$ cat src/rtl/rf_arb_pkg.sv
`default_nettype none
// ---------------------------------------------------------------------------
// rf_arb_pkg : shared types and sizing for the reg_file write arbiter. Rev 1.0
// ---------------------------------------------------------------------------
package rf_arb_pkg;

  localparam int REG_ADDR_W           = 5;
  localparam int XLEN                 = 32;
  localparam int DEPTH_DEFAULT        = 2;
  localparam int STARVE_LIMIT_DEFAULT = 4;

  typedef enum logic [0:0] {
    NORMAL = 1'b0,
    DRAIN  = 1'b1
  } arb_state_e;

endpackage
`default_nettype wire

$ cat src/rtl/rf_wq_fifo.sv
`default_nettype none
// ---------------------------------------------------------------------------
// rf_wq_fifo : multi-cycle write queue with per-entry address match. Rev 1.0
// ---------------------------------------------------------------------------
module rf_wq_fifo
  import rf_arb_pkg::*;
#(
  parameter int DEPTH = DEPTH_DEFAULT,
  localparam int PTR_W = (DEPTH > 1) ? $clog2(DEPTH) : 1,
  localparam int CNT_W = $clog2(DEPTH + 1)
) (
  input  logic                  clk,
  input  logic                  reset,
  input  logic                  push_i,
  input  logic [REG_ADDR_W-1:0] push_addr_i,
  input  logic [XLEN-1:0]       push_data_i,
  input  logic                  pop_i,
  input  logic [REG_ADDR_W-1:0] match_addr_i,
  output logic [REG_ADDR_W-1:0] head_addr_o,
  output logic [XLEN-1:0]       head_data_o,
  output logic [CNT_W-1:0]      count_o,
  output logic                  full_o,
  output logic                  empty_o,
  output logic                  match_o
);

  logic [REG_ADDR_W-1:0] addr_q [DEPTH];
  logic [XLEN-1:0]       data_q [DEPTH];
  logic [DEPTH-1:0]      valid_q, valid_d;
  logic [PTR_W-1:0]      wr_ptr_q, wr_ptr_d;
  logic [PTR_W-1:0]      rd_ptr_q, rd_ptr_d;
  logic [CNT_W-1:0]      count_q, count_d;
  logic                  do_push, do_pop;

  assign full_o  = (count_q == CNT_W'(DEPTH));
  assign empty_o = (count_q == '0);
  assign count_o = count_q;

  assign do_push = push_i && !full_o;
  assign do_pop  = pop_i && !empty_o;

  assign head_addr_o = addr_q[rd_ptr_q];
  assign head_data_o = data_q[rd_ptr_q];

  // DEPTH is a power of two, so pointer overflow is the modulo wrap.
  always_comb begin
    wr_ptr_d = wr_ptr_q;
    rd_ptr_d = rd_ptr_q;
    count_d  = count_q;
    valid_d  = valid_q;
    if (do_pop) begin
      valid_d[rd_ptr_q] = 1'b0;
      rd_ptr_d          = rd_ptr_q + PTR_W'(1);
    end
    if (do_push) begin
      valid_d[wr_ptr_q] = 1'b1;
      wr_ptr_d          = wr_ptr_q + PTR_W'(1);
    end
    case ({do_push, do_pop})
      2'b10:   count_d = count_q + CNT_W'(1);
      2'b01:   count_d = count_q - CNT_W'(1);
      default: count_d = count_q;
    endcase
  end

  always_ff @(posedge clk or posedge reset) begin
    if (reset) begin
      wr_ptr_q <= '0;
      rd_ptr_q <= '0;
      count_q  <= '0;
      valid_q  <= '0;
    end else begin
      wr_ptr_q <= wr_ptr_d;
      rd_ptr_q <= rd_ptr_d;
      count_q  <= count_d;
      valid_q  <= valid_d;
    end
  end

  always_ff @(posedge clk) begin
    if (do_push) begin
      addr_q[wr_ptr_q] <= push_addr_i;
      data_q[wr_ptr_q] <= push_data_i;
    end
  end

  // The head being popped this cycle is still valid here, so it still matches.
  always_comb begin
    match_o = 1'b0;
    for (int i = 0; i < DEPTH; i++) begin
      if (valid_q[i] && (addr_q[i] == match_addr_i)) begin
        match_o = 1'b1;
      end
    end
  end

endmodule
`default_nettype wire

$ cat src/rtl/rf_write_arbiter.sv
`default_nettype none
// ---------------------------------------------------------------------------
// rf_write_arbiter : shares the reg_file write port between WB and a queued
//                    multi-cycle unit, with starvation-triggered drain. Rev 1.0
// ---------------------------------------------------------------------------
module rf_write_arbiter
  import rf_arb_pkg::*;
#(
  parameter int DEPTH        = DEPTH_DEFAULT,
  parameter int STARVE_LIMIT = STARVE_LIMIT_DEFAULT
) (
  input  logic                  clk,
  input  logic                  reset,
  input  logic                  wb_we,
  input  logic [REG_ADDR_W-1:0] wb_addr,
  input  logic [XLEN-1:0]       wb_data,
  input  logic                  mc_valid,
  input  logic [REG_ADDR_W-1:0] mc_addr,
  input  logic [XLEN-1:0]       mc_data,
  output logic                  mc_ready,
  input  logic [REG_ADDR_W-1:0] pend_addr,
  output logic                  pend_hit,
  output logic                  stall_wb,
  output logic [REG_ADDR_W-1:0] A3,
  output logic [XLEN-1:0]       WD3,
  output logic                  WE3
);

  localparam int CNT_W = $clog2(DEPTH + 1);
  localparam int STV_W = $clog2(STARVE_LIMIT + 1);

  arb_state_e            state_q, state_d;
  logic [STV_W-1:0]      starve_q, starve_d;

  logic                  wb_grant, head_grant, head_blocked, enq;
  logic                  fifo_full, fifo_empty, fifo_match;
  logic [CNT_W-1:0]      fifo_count;
  logic [REG_ADDR_W-1:0] head_addr;
  logic [XLEN-1:0]       head_data;

  assign stall_wb = (state_q == DRAIN);

  // Reset gating keeps the port quiet while reset is held, whatever WB drives.
  assign wb_grant     = !reset && !stall_wb && wb_we && (wb_addr != '0);
  assign head_grant   = !reset && !fifo_empty && !wb_grant;
  assign head_blocked = !fifo_empty && !head_grant;

  assign mc_ready = !reset && (state_q == NORMAL) && !fifo_full;
  assign enq      = mc_valid && mc_ready && (mc_addr != '0);
  assign pend_hit = (pend_addr != '0) && fifo_match;

  rf_wq_fifo #(
    .DEPTH (DEPTH)
  ) u_fifo (
    .clk          (clk),
    .reset        (reset),
    .push_i       (enq),
    .push_addr_i  (mc_addr),
    .push_data_i  (mc_data),
    .pop_i        (head_grant),
    .match_addr_i (pend_addr),
    .head_addr_o  (head_addr),
    .head_data_o  (head_data),
    .count_o      (fifo_count),
    .full_o       (fifo_full),
    .empty_o      (fifo_empty),
    .match_o      (fifo_match)
  );

  always_comb begin
    WE3 = 1'b0;
    A3  = '0;
    WD3 = '0;
    if (wb_grant) begin
      WE3 = 1'b1;
      A3  = wb_addr;
      WD3 = wb_data;
    end else if (head_grant) begin
      WE3 = 1'b1;
      A3  = head_addr;
      WD3 = head_data;
    end
  end

  always_comb begin
    state_d  = state_q;
    starve_d = head_blocked ? (starve_q + STV_W'(1)) : '0;
    case (state_q)
      NORMAL: begin
        if (head_blocked && (starve_q == STV_W'(STARVE_LIMIT - 1))) begin
          state_d = DRAIN;
        end
      end
      DRAIN: begin
        if (fifo_empty || (head_grant && (fifo_count == CNT_W'(1)))) begin
          state_d = NORMAL;
        end
      end
      default: state_d = NORMAL;
    endcase
  end

  always_ff @(posedge clk or posedge reset) begin
    if (reset) begin
      state_q  <= NORMAL;
      starve_q <= '0;
    end else begin
      state_q  <= state_d;
      starve_q <= starve_d;
    end
  end

endmodule
`default_nettype wire
$ cat config.mk
export PLATFORM = sky130hd
export DESIGN_NAME = rf_write_arbiter
export DESIGN_NICKNAME = d
export VERILOG_FILES = /design/src/rtl/rf_arb_pkg.sv /design/src/rtl/rf_wq_fifo.sv /design/src/rtl/rf_write_arbiter.sv
export SDC_FILE = /design/constraint.sdc
export NUM_CORES = 1
export LEC_CHECK = 0
export ABC_AREA = 1
export CORE_ASPECT_RATIO = 1.4
export CORE_MARGIN = 2
export CORE_UTILIZATION = 45
export DETAILED_ROUTE_END_ITERATION = 6
export GPL_TIMING_DRIVEN = 0
export PLACE_DENSITY_LB_ADDON = 0.25
export SYNTH_ARGS = -nofsm -noshare
export SYNTH_HDL_FRONTEND = slang
export SYNTH_SLANG_ARGS = --single-unit
$ cat constraint.sdc
create_clock -name clk -period 3.5 [get_ports clk]
set_clock_uncertainty 0.1 [all_clocks]
set_input_delay 1.05 -clock clk [delete_from_list [all_inputs] [get_ports clk]]
set_output_delay 1.05 -clock clk [all_outputs]
set_load 0.02 [all_outputs]
# == After elaboration in Yosys (flattened, before gate mapping) ==
# Memories as Yosys holds them, arrays and structs flattened.
# Index checks and enable logic that the tools add are counted.
# W data, S select, Z words.
# classes
addsub,5
mul,0
n_div,0
order_cmp,4
eq_ne,7
shifts,0
mux,21
bitwise,4
reduce_logical,31
# ops
op,count
$mux W32,2
$logic_and A1 B1 Y1,19
$reduce_bool A5 Y1,3
$eq A5 B5 Y1,2
$mux W1,10
$mux W5,2
$logic_not A1 Y1,6
$eq A2 B1 Y1 const B,2
$eq A2 B2 Y1 const B,2
$lt A1 B2 Y1 const B,2
$mux W2,2
$pmux W2 S2,1
$add A3 B1 Y3 const B,1
$eq A3 B2 Y1 const B,1
$mux W3,1
$add A1 B1 Y1 const B,2
$add A2 B1 Y2 const B,1
$and A2 B2 Y2,1
$demux W1 S1,2
$ge A1 B1 Y1 const B,2
$logic_not A2 Y1,1
$not A2 Y2,1
$or A2 B2 Y2,1
$pmux W1 S2,1
4 further kinds,4
# word_totals
reg_bits,10
latchBits,0
ram_bits,74
rom_bits,0
out_inout_bits,41
elab_cells,80
mem_count,2
# memory_table
name,words,word_bits,rd,rd_clocked_by_memory_dff,write_ports,line,text
u_fifo.data_q,2,32,1,0,1,rf_wq_fifo.sv:28,logic [XLEN-1:0] data_q [DEPTH];
u_fifo.addr_q,2,5,3,0,1,rf_wq_fifo.sv:27,logic [REG_ADDR_W-1:0] addr_q [DEPTH];

# == Longest topological paths before layout ==
# Gate-level depths: netlist (run 1).
# logic_depth
word_depth,11
mapped_depth,9

# == Hierarchy ==
# Synthesis (run 1) repeated with hierarchy kept, for this count alone.
# hier_totals
cells_unflattened,433
hier_area_um2,3932.5
# by_module_without_submodules
module,instances,cells_each,area_per_inst_um2
rf_wq_fifo,1,270,3159.3
rf_write_arbiter,1,163,773.2

# == Least setup slack after synthesis (run 1) ==
# Ideal clock, no wire load.
# synth_timing
path_type,input-to-reg
start,input reset
end,"memory u_fifo.addr_q[0][0], enable pin"
setup_time_ns,0.431
arrival_ns,3.512
required_time_ns,2.969
setup_slack_ns,-0.543
path_stages,3
cell_sequence,nor3_1 > nand3_1 > nor2_1
# synth_between
elab_chain_len,8
# synth_lines
item,line,text
"start, declared",rf_write_arbiter.sv:13,"input logic reset,"
$logic_not A1 Y1 (no source line),--,
$logic_and A1 B1 Y1 (2 in a row),rf_write_arbiter.sv:48,assign mc_ready = !reset && (state_q == NORMAL) && !fifo_full;
$logic_and A1 B1 Y1 (2 in a row),rf_write_arbiter.sv:49,assign enq = mc_valid && mc_ready && (mc_addr != '0);
$logic_and A1 B1 Y1,rf_wq_fifo.sv:39,assign do_push = push_i && !full_o;
$mux W1,rf_wq_fifo.sv:81,if (do_push) begin
$mux W1 (not written as such),rf_wq_fifo.sv:82,addr_q[wr_ptr_q] <= push_addr_i;
"end, declared",rf_wq_fifo.sv:27,
# No other way between the ends.

# == Worst setup path in the final report (run 1) ==
# layout_timing
start,input reset
end,output WD3[19]
# layout_between
elab_chain_len,8
elab_cells_between_ends,9
# layout_lines
item,line,text
$logic_not A1 Y1 (no source line) *,--,
$logic_and A1 B1 Y1 (3 in a row),rf_write_arbiter.sv:44,assign wb_grant = !reset && !stall_wb && wb_we && (wb_addr != '0);
$logic_not A1 Y1,rf_write_arbiter.sv:45,assign head_grant = !reset && !fifo_empty && !wb_grant;
$logic_and A1 B1 Y1,rf_write_arbiter.sv:45,
$mux W32,rf_write_arbiter.sv:78,end else if (head_grant) begin
$mux W32 *,rf_write_arbiter.sv:74,if (wb_grant) begin
"end, declared",rf_write_arbiter.sv:25,"output logic [XLEN-1:0] WD3,"
# Every way passes the cells marked *; elsewhere a longest branch is shown, timed or not.

==> results of run 1 <==
==> what timing repair did <==
item / CTS / global route
gates cloned: 2 / 2
pin swaps: 5 / 5
endpoints found under the setup margin: 40 / 38
buffers inserted: 6 / 1
resized for setup: 216 / 39
==> worst reg2reg max path, delay by kind of cell, from the launching register on <==
kind / cells / cell delay, ns
AND/OR/NAND/NOR: 3 / 1.06
flip-flops: 1 / 0.38
buffers and inverters: 2 / 0.34
adder cells (fa/ha/maj): 1 / 0.19
==> stage by stage <==
step,hold WS [ns],cell area (um^2),utilization (%),instances,setup WS (ns)
4_1_cts,0.3417,5517,67.29,574,0.0003098
2_1_floorplan,0.3073,3817,-,323,-0.5434
3_5_place_dp,0.3345,5231,63.81,550,-0.7704
3_3_place_gp,0.3173,5176,63.14,548,-1.629
5_1_grt,0.3633,5604,68.36,577,-0.002735
6_report,0.3433,5604,68.36,577,0.04580
==> layout by cell type, fill, tap and decap left out, drive strengths merged, types with 6 or more instances in the layout <==
master and instances:
buf 56, nor2 23, a21oi 6, ha 6
clkbuf 18, mux2i 31, nand3 7, clkinv 6
inv 26, clkdlybuf4s50 78, dfrtp 10, o21ai 42
nand2 79, edfxtp 74
==> layout make-up <==
type,instances,area (um^2),area share [%]
repair buffers,136,1306,23.31
well taps,102,127.6,2.277
inverters,26,105.1,1.875
clock inverters,6,31.28,0.5582
plain buffers,12,132.6,2.367
flip-flops and latches,84,2472,44.12
multi-input cells,201,1200,21.41
clock buffers,10,229.0,4.086
==> flip-flops by register name, indices dropped and copies added, names as in the netlist <==
name and flops:
u_fifo.data_q 64, starve_q 3, stall_wb 1, u_fifo.addr_q 10, u_fifo.count_o 2, u_fifo.wr_ptr_q 1, u_fifo.rd_ptr_q 1, u_fifo.valid_q 2
==> path summary, 6_finish.rpt <==
check | from | endpoint | slack (ns)
min in group asynchronous | reset | starve_q[2]$_DFF_PP0_ | 0.65
max | reset | WD3[19] | 0.05
max in group asynchronous | reset | u_fifo.valid_q[1]$_DFF_PP0_ | 2.36
max reg2reg | u_fifo.count_o[0]$_DFFE_PP0P_ | u_fifo.data_q[0][20]$_DFFE_PP_ | 1.12
min reg2reg | starve_q[0]$_DFF_PP0_ | starve_q[0]$_DFF_PP0_ | 0.34
min | starve_q[0]$_DFF_PP0_ | starve_q[0]$_DFF_PP0_ | 0.34
==> layer usage <==
layer  wire (um)  up-vias
li1            -     1413
met1        3357     1372
met2        4772      107
met3         443       24
met4         341        0
met5           0        -
==> logic make-up after synthesis <==
logic type               count (synthesis)
multiplexers                            31
AO/OA/AOI/OAI                           48
AND/OR/NAND/NOR                        113
buffers and inverters                   38
flip-flops                              84
adder cells (fa/ha/maj)                  6
XOR/XNOR                                 3
==> power groups by stage <==
stage | Sequential [mW] | Clock [mW] | Combinational [mW]
finish | 1.35 | 0.824 | 1.47
global route | 1.37 | 0.882 | 1.58
CTS | 1.35 | 0.837 | 1.42
detailed placement | 1.37 | 0 | 1.43
global placement | 1.37 | 0 | 1.38
floorplan | 1.36 | 0 | 0.844
==> run summary, run 1 <==
Setup TNS -> 0 ns
CP max FO -> 6
Top cell type's share of synthesized area -> 58.21%
Gate power share -> 40.3%
Global-route wire length before repair -> 13490 um
CTS tree -> done
H-tree levels -> 3
Post-route DRC -> 0
Compound-Gate Fraction of Synth Area -> 7.080%
WL/cell -> 15.45 um
Register area share after synthesis -> 64.77%
Diode count -> 0
I/O pins -> 124
Switch share -> 33.78%
Clk slew on worst S/H paths -> 0.06 ns
Ys flop type -> edfxtp_1
CTS root buffer -> clkbuf_16
Top-count cell post-synth -> nand2_1
Die Wd -> 81.84 um
Largest net degree at the start of global routing -> 31
Tot Pwr -> 3.640 mW
Gr ovfl total -> 0
Routed vias/inst -> 5.054
Core Region -> 8198 um^2
Crit path DAT -> 2.30 ns
Clk pwr share -> 22.6%
Synth area leader -> edfxtp_1
Average instance area after synthesis -> 11.82 um^2
Initial antenna violation count -> 0
RSZ-0062 raised after global routing -> true
Area contributors post-synth -> edfxtp_1 (58%), mux2i_1 (8.1%), nand2_1 (7.5%)
EDFF count, synth -> 74
Nets -> 559
Crit path cell chain -> buf_4 -> nor3b_4 -> nand2_4 -> buf_6 -> inv_8 -> buf_12 -> clkbuf_16 -> nand2_1 -> o21ai_1 -> buf_2
Setup crit start kind -> primary input
PortBufs -> 123
Hold WC Path Type -> reg2reg
Final setup fails -> 0
F_max -> 0.2895 GHz
Met3 usage -> 3.668%
CP max-delay cell -> nor3b_4
Clock Latency Late Sink -> 0.33 ns
Sequential Power Share -> 37.1%
Post-synthesis instance total -> 323
Crit path buffers/inverters -> 6
Final Max Slew Viols -> 0
Initial Utilization -> 46.57%
Gpl congestion -> 0.7861
Mapped Area -> 3817 um^2
Critical Path End Type -> primary output
Initial drt markers -> 109
Synth cell count leaders -> nand2_1 (76), edfxtp_1 (74), mux2i_1 (31), o21ai_0 (30), inv_1 (24)
HPWL after DPL -> 5984 um
Syn_nets -> 412
Worst slew pin tran -> 0.4209 ns
Clock sink count -> 84
Power Dens Cells -> 649.6 nW/um^2
Count of cell types in the netlist -> 26
GR Util All Layers -> 19.80%
Fillers -> 632
Antenna Nets Post-Route -> 0
Final wirelength -> 8915 um
Num rows -> 39
Global route hottest layer -> met2
Maxcap violations -> 0
Sw Pwr -> 1.230 mW
Status -> completed
Die height -> 113.0 um
Largest family of logic cells by synthesized area -> simple AND/OR/NAND/NOR gates
Area grow syn2layout -> 46.80%
WHS Path Cells -> 1
Multiplexer share of the synthesized area -> 8.128%
Post-synthesis simple-gate area fraction -> 12.00%
#FFs+latches synth -> 84
Xor and xnor area share after synthesis -> 0.6883%
Setup Crit Path Kind -> in2out
Worst EP required -> 2.35 ns
M2 GR Usage -> 34.63%
Pre-antenna DRT Iters -> 5
Vias after detailed routing -> 2916
Met1 Usage GRT -> 21.52%
Die area -> 9246 um^2
Leakage -> 2.309 nW
Hold-fix buffers, CTS -> 0
Clock buffer depth -> 2
Inserted Clock Buffers -> 9
Max incr delay on CP -> 0.25 ns
Slew margin rel. -> 71.88%
Final Cycle Share -> 98.69%
Vias in the first global route -> 2930
Final hold vios -> 0
Fraction of layout cells with a size suffix above 1 -> 22.53%
Async SR Flop Fraction -> 11.90%
Tmin final -> 3.454 ns
Yosys warning count -> 0
Instance count on the critical path -> 10
Post-Synth Adder-Cell Area -> 1.967%
Crit path max-delay family -> buffers and inverters
Internal -> 2.411 mW
VDD IR max -> 0.4257 mV
R2R depth -> 6
Power figures use the tool's default switching activity.
==> inputs of run 2 (changes only) <==
SKIP_CTS_REPAIR_TIMING = 1   (was not set)
==> run 2 against run 1 <==
Critical path type unchanged. Setup slack improved by 0.011 ns. Design area fell by 0.47%. Largest cell class unchanged. Register-to-register slack improved by 0.03 ns. Critical endpoint is now pend_hit. Clock-buffer cell count did not move. Critical path depth fell by 2.
==> run summary, run 2 (synthesis gave the netlist of run 1 again) <==
Initial drt markers -> 100 (-8.3%)
Diode count -> 0 (unchanged)
Final worst slack -> 0.05674 ns (+0.01094 ns)
Gate power share -> 39.6% (-0.7 points)
WL/cell -> 15.07 um (-2.4%)
Max reg flops -> 64 (unchanged)
Worst EP required -> 2.35 ns (about the same)
CP max FO -> 4 (-2)
F_max -> 0.2904 GHz (+0.32%)
Hold Crit Start -> starve_q[0]$_DFF_PP0_
Final Max Slew Viols -> 0 (unchanged)
CP max-delay cell -> clkdlybuf4s50_1
Setup crit start kind -> primary input
HPWL after DPL -> 5984 um (unchanged)
WHS Path Cells -> 1 (unchanged)
Status -> completed
Gr ovfl total -> 0 (unchanged)
Post-route DRC -> 0 (unchanged)
Crit path DAT -> 2.29 ns (about the same)
Hold EP -> starve_q[0]$_DFF_PP0_
Hold Slack -> 0.3381 ns (-0.005178 ns)
Clock sink count -> 84 (unchanged)
Final setup fails -> 0 (unchanged)
CTS tree -> done
Placed cells -> 550 (unchanged)
Vias after detailed routing -> 2875 (-1.4%)
Power Dens Cells -> 644.8 nW/um^2 (-0.73%)
Tot Pwr -> 3.597 mW (-1.2%)
Top flop regs -> u_fifo.data_q x64, u_fifo.addr_q x10, starve_q x3
Global-route wire length before repair -> 12920 um (-4.2%)
Initial Utilization -> 46.57% (unchanged)
Setup TNS -> 0 ns (unchanged)
Die height -> 113.0 um (unchanged)
VDD IR max -> 0.4270 mV (+0.31%)
R2R depth -> 6 (unchanged)
I/O pins -> 124 (unchanged)
Reg-to-reg critical path endpoint -> u_fifo.data_q[0][20]$_DFFE_PP_
Final Cycle Share -> 98.38% (-0.31 points)
Leakage -> 2.419 nW (+4.8%)
Slew margin rel. -> 72.00% (+0.13 points)
Fillers -> 618 (-2.2%)
Critical Path End Type -> primary output
Nets -> 557 (-0.36%)
H-tree levels -> 3 (unchanged)
Crit path cell chain -> clkdlybuf4s50_1 -> inv_1 -> nand2_1 -> nand2_1 -> nor2_1 -> nand3_1 -> a21oi_1 -> clkbuf_2
Worst slack at placement -> -0.7704 ns (unchanged)
Clock Latency Late Sink -> 0.33 ns (about the same)
Vias in the first global route -> 2842 (-3.0%)
Flop2flop setup slack -> 1.15 ns (+0.03 ns)
Final wirelength -> 8667 um (-2.8%)
Die Wd -> 81.84 um (unchanged)
Routed vias/inst -> 5.000 (-1.1%)
Internal -> 2.377 mW (-1.4%)
Fraction of layout cells with a size suffix above 1 -> 19.03% (-3.5 points)
Maxcap violations -> 0 (unchanged)
Sequential Power Share -> 37.5% (+0.4 points)
Gpl congestion -> 0.7861 (unchanged)
Inserted Clock Buffers -> 9 (unchanged)
Sw Pwr -> 1.220 mW (-0.80%)
Clock buffer depth -> 2 (unchanged)
Hold WC Path Type -> reg2reg
Crit path from -> pend_addr[1]
Final hold vios -> 0 (unchanged)
Biggest register -> u_fifo.data_q
PortBufs -> 123 (unchanged)
Max incr delay on CP -> 0.54 ns (+0.29 ns)
Tmin final -> 3.443 ns (-0.01094 ns)
Initial antenna violation count -> 0 (unchanged)
Commonest non-fill, non-tap cell in the layout -> clkdlybuf4s50_1
Clk pwr share -> 22.9% (+0.3 points)
Die area -> 9246 um^2 (unchanged)
Finished Layout Cells -> 575 (-0.35%)
Area grow syn2layout -> 46.12%
Core Region -> 8198 um^2 (unchanged)
Clk slew on worst S/H paths -> 0.06 ns (about the same)
GR Util All Layers -> 18.84% (-0.97 points)
Worst r2r src -> u_fifo.count_o[0]$_DFFE_PP0P_
Most frequent cells in the layout -> clkdlybuf4s50_1 (77), nand2_1 (75), edfxtp_1 (74), mux2i_1 (31), inv_1 (23)
Switch share -> 33.92% (+0.14 points)
Pre-antenna DRT Iters -> 5 (unchanged)
Worst slew pin tran -> 0.4190 ns (-0.001879 ns)
Most frequent cell on the critical path -> nand2_1
Setup Crit Path Kind -> in2out
CTS root buffer -> clkbuf_16
Antenna Nets Post-Route -> 0 (unchanged)
Num rows -> 39 (unchanged)
Largest net degree at the start of global routing -> 31 (unchanged)
## run 2: changes by cell type in the layout (fill, tap and decap cells not counted), sizes merged
cell,change
clkinv,+1
dlymetal6s2s,+15
clkdlybuf4s15,-3
bufbuf,-2
clkdlybuf4s50,-1
inv,-1
buf,-18
dlygate4sd2,-1
clkbuf,+8
## run 2: final cells by class
cell class | count | area, um^2 | share of cell area (%)
tap | 102 | 127.6 | 2.288
inverter | 26 | 102.6 | 1.839
sequential | 84 | 2472 | 44.32
clock inverter | 6 | 31.28 | 0.5608
multi-input combinational | 201 | 1200 | 21.51
timing repair buffer | 134 | 1289 | 23.10
buffer | 12 | 126.4 | 2.266
clock buffer | 10 | 229.0 | 4.105
## run 2: how the worst max path moves through the flow
| stage | endpoint | slack [ns] | depth (start not counted) |
|---|---|---|---|
| global route | WD3[16] | -0.005 | 7 |
| CTS | WD3[23] | -0.79 | 8 |
| global placement | u_fifo.data_q[1][17]$_DFFE_PP_ | -1.63 | 4 |
| floorplan | u_fifo.addr_q[0][0]$_DFFE_PP_ | -0.54 | 3 |
| finish | pend_hit | 0.06 | 8 |
| detailed placement | WD3[23] | -0.77 | 8 |
## run 2: power by group through the flow
stage | Clock [mW] | Combinational [mW] | Sequential, mW
floorplan | 0 | 0.844 | 1.36
global placement | 0 | 1.38 | 1.37
detailed placement | 0 | 1.43 | 1.37
CTS | 0.837 | 1.44 | 1.35
global route | 0.882 | 1.54 | 1.37
finish | 0.822 | 1.42 | 1.35
## run 2: metrics by stage
step                      area, um^2  utilization [%]
final                           5578            68.04
after global routing            5578            68.04
after CTS                       5492            66.99
after detailed placement        5231            63.81
after global placement          5176            63.14
after floorplan                 3817                -
## run 2: layer usage
metal	up-vias	global-route usage [%]	routed length, um
met5	-	0	0
met4	0	12.00	331
met3	21	3.509	437
met2	101	33.12	4629
met1	1343	20.04	3269
li1	1410	-	-
## run 2: worst max-delay path: cells and delay by family
| kind | cells | cell delay (ns) |
|---|---|---|
| and+or+nand+nor | 4 | 0.30 |
| buffers and inverters | 3 | 0.80 |
| AOI/OAI and AO/OA | 1 | 0.14 |
==> inputs of run 3 (changes only) <==
CORE_UTILIZATION = 46   (was 45)
==> run 3 against run 2 <==
Sequential cell count is the same. Setup slack got worse by 0.027 ns. Non-clock buffer count shrank 3. Global-route usage about the same. Hold slack got worse by 0.00089 ns. First-iteration DRC count increased by 39%.
==> run summary, run 3 (synthesis gave the netlist of run 1 again) <==
Status -> completed
Die Wd -> 80.99 um (-1.0%)
I/O pins -> 124 (unchanged)
Global-route wire length before repair -> 12810 um (-0.85%)
Core Region -> 8100 um^2 (-1.2%)
Leakage -> 2.467 nW (+2.0%)
PortBufs -> 123 (unchanged)
Inserted Clock Buffers -> 9 (unchanged)
Initial antenna violation count -> 0 (unchanged)
Clock sink count -> 84 (unchanged)
F_max -> 0.2881 GHz (-0.79%)
Slew margin rel. -> 61.21% (-11 points)
Maxcap violations -> 0 (unchanged)
Clk slew on worst S/H paths -> 0.06 ns (about the same)
Tmin final -> 3.471 ns (+0.02726 ns)
Max reg flops -> 64 (unchanged)
Setup crit start kind -> primary input
Tot Pwr -> 3.998 mW (+11%)
H-tree levels -> 3 (unchanged)
Most frequent cells in the layout -> clkdlybuf4s50_1 (76), nand2_1 (75), edfxtp_1 (74), mux2i_1 (31), inv_1 (23)
GR Util All Layers -> 18.81% (-0.022 points)
Power Dens Cells -> 692.9 nW/um^2 (+7.5%)
Final setup fails -> 0 (unchanged)
Crit path max-delay family -> buffers and inverters
Placed cells -> 550 (unchanged)
CP max-delay cell -> buf_12
Pre-antenna DRT Iters -> 4 (-1)
Hold Slack -> 0.3372 ns (-0.0008890 ns)
Setup Crit Path Kind -> in2out
Die area -> 9053 um^2 (-2.1%)
Crit path cell chain -> dlymetal6s2s_1 -> nor2_2 -> nand3_2 -> nand2_4 -> nand2_4 -> buf_12 -> clkbuf_16 -> o21ai_4 -> buf_6
Crit path DAT -> 2.32 ns (+0.03 ns)
Fillers -> 584 (-5.5%)
HPWL after DPL -> 6029 um (+0.76%)
Most frequent cell on the critical path -> nand2_4
Commonest non-fill, non-tap cell in the layout -> clkdlybuf4s50_1
Initial Utilization -> 47.13% (+0.56 points)
Final wirelength -> 8899 um (+2.7%)
Gr ovfl total -> 0 (unchanged)
Final hold vios -> 0 (unchanged)
Gpl congestion -> 0.8021 (+2.0%)
Area grow syn2layout -> 51.16%
Worst EP required -> 2.35 ns (about the same)
CTS tree -> done
Vias in the first global route -> 2815 (-0.95%)
Flop2flop setup slack -> 0.95 ns (-0.20 ns)
Vias after detailed routing -> 2874 (-0.035%)
CTS root buffer -> clkbuf_16
Routed vias/inst -> 5.033 (+0.67%)
Critical Path End Type -> primary output
Final Max Slew Viols -> 0 (unchanged)
Biggest register -> u_fifo.data_q
Initial drt markers -> 139 (+39%)
Final Cycle Share -> 99.16% (+0.78 points)
Worst slew pin tran -> 0.5805 ns (+0.1616 ns)
Nets -> 554 (-0.54%)
Diode count -> 0 (unchanged)
Clock Latency Late Sink -> 0.32 ns (about the same)
Largest net degree at the start of global routing -> 25 (-19%)
CP max FO -> 7 (+3)
Antenna Nets Post-Route -> 0 (unchanged)
Hold WC Path Type -> reg2reg
Crit path buffers/inverters -> 4 (+1)
Top flop regs -> u_fifo.data_q x64, u_fifo.addr_q x10, starve_q x3
VDD IR max -> 0.4173 mV (-2.3%)
Post-route DRC -> 0 (unchanged)
Die height -> 111.8 um (-1.1%)
Num rows -> 39 (unchanged)
Max incr delay on CP -> 0.17 ns (-0.37 ns)
Finished Layout Cells -> 571 (-0.70%)
Fraction of layout cells with a size suffix above 1 -> 21.11% (+2.1 points)
Clock buffer depth -> 2 (unchanged)
WL/cell -> 15.58 um (+3.4%)
## run 3: layout make-up
type / instances / area, um^2 / area share [%]
multi-input cells: 201 / 1244 / 21.55
well taps: 102 / 127.6 / 2.212
clock buffers: 10 / 229.0 / 3.968
repair buffers: 131 / 1339 / 23.20
plain buffers: 12 / 131.4 / 2.277
inverters: 26 / 102.6 / 1.778
flip-flops and latches: 84 / 2472 / 42.84
clock inverters: 5 / 125.1 / 2.168
## run 3: worst paths after layout
check	from	end	cells past startpoint
min in group asynchronous	reset	u_fifo.count_o[1]$_DFFE_PP0P_	2
worst min-delay path	starve_q[0]$_DFF_PP0_	starve_q[0]$_DFF_PP0_	1
worst min register to register	starve_q[0]$_DFF_PP0_	starve_q[0]$_DFF_PP0_	1
worst max register to register	u_fifo.count_o[0]$_DFFE_PP0P_	u_fifo.data_q[1][6]$_DFFE_PP_	6
worst max-delay path	wb_addr[1]	WD3[2]	9
max in group asynchronous	reset	starve_q[1]$_DFF_PP0_	2
## run 3: worst register-to-register path: cells and delay by family, from the launching register on
| family | cells | cell delay [ns] |
|---|---|---|
| simple gates | 3 | 1.25 |
| fa+ha+maj | 1 | 0.20 |
| flops | 1 | 0.38 |
| buf+inv | 2 | 0.33 |
## run 3: where the power goes
part	switching [mW]	total, mW	leakage [nW]	internal (mW)
registers	0.0706	1.35	0.801	1.28
clock network	0.348	1.11	0.173	0.764
logic	0.843	1.53	1.49	0.692
total	1.26	4.00	2.47	2.74
## run 3: metal layers
layer  share of wire (%)  global-route usage, %  up-vias
met5                   0                      0        -
met1                  37                  20.97     1378
met3                 4.9                  3.728        8
met4                 1.2                  5.650        0
li1                    -                      -     1398
met2                  57                  35.10       90
## run 3: per-stage QoR
stage	util, %	area [um^2]	TNS [ns]	worst slack [ns]
after floorplan	-	3817	-40.21	-0.5434
after global placement	63.90	5176	-147.25	-1.629
after detailed placement	64.77	5246	-28.56	-0.8207
after CTS	69.14	5600	-29.11	-0.8290
after global routing	71.24	5771	-0.008127	-0.004111
final	71.24	5771	0	0.02947
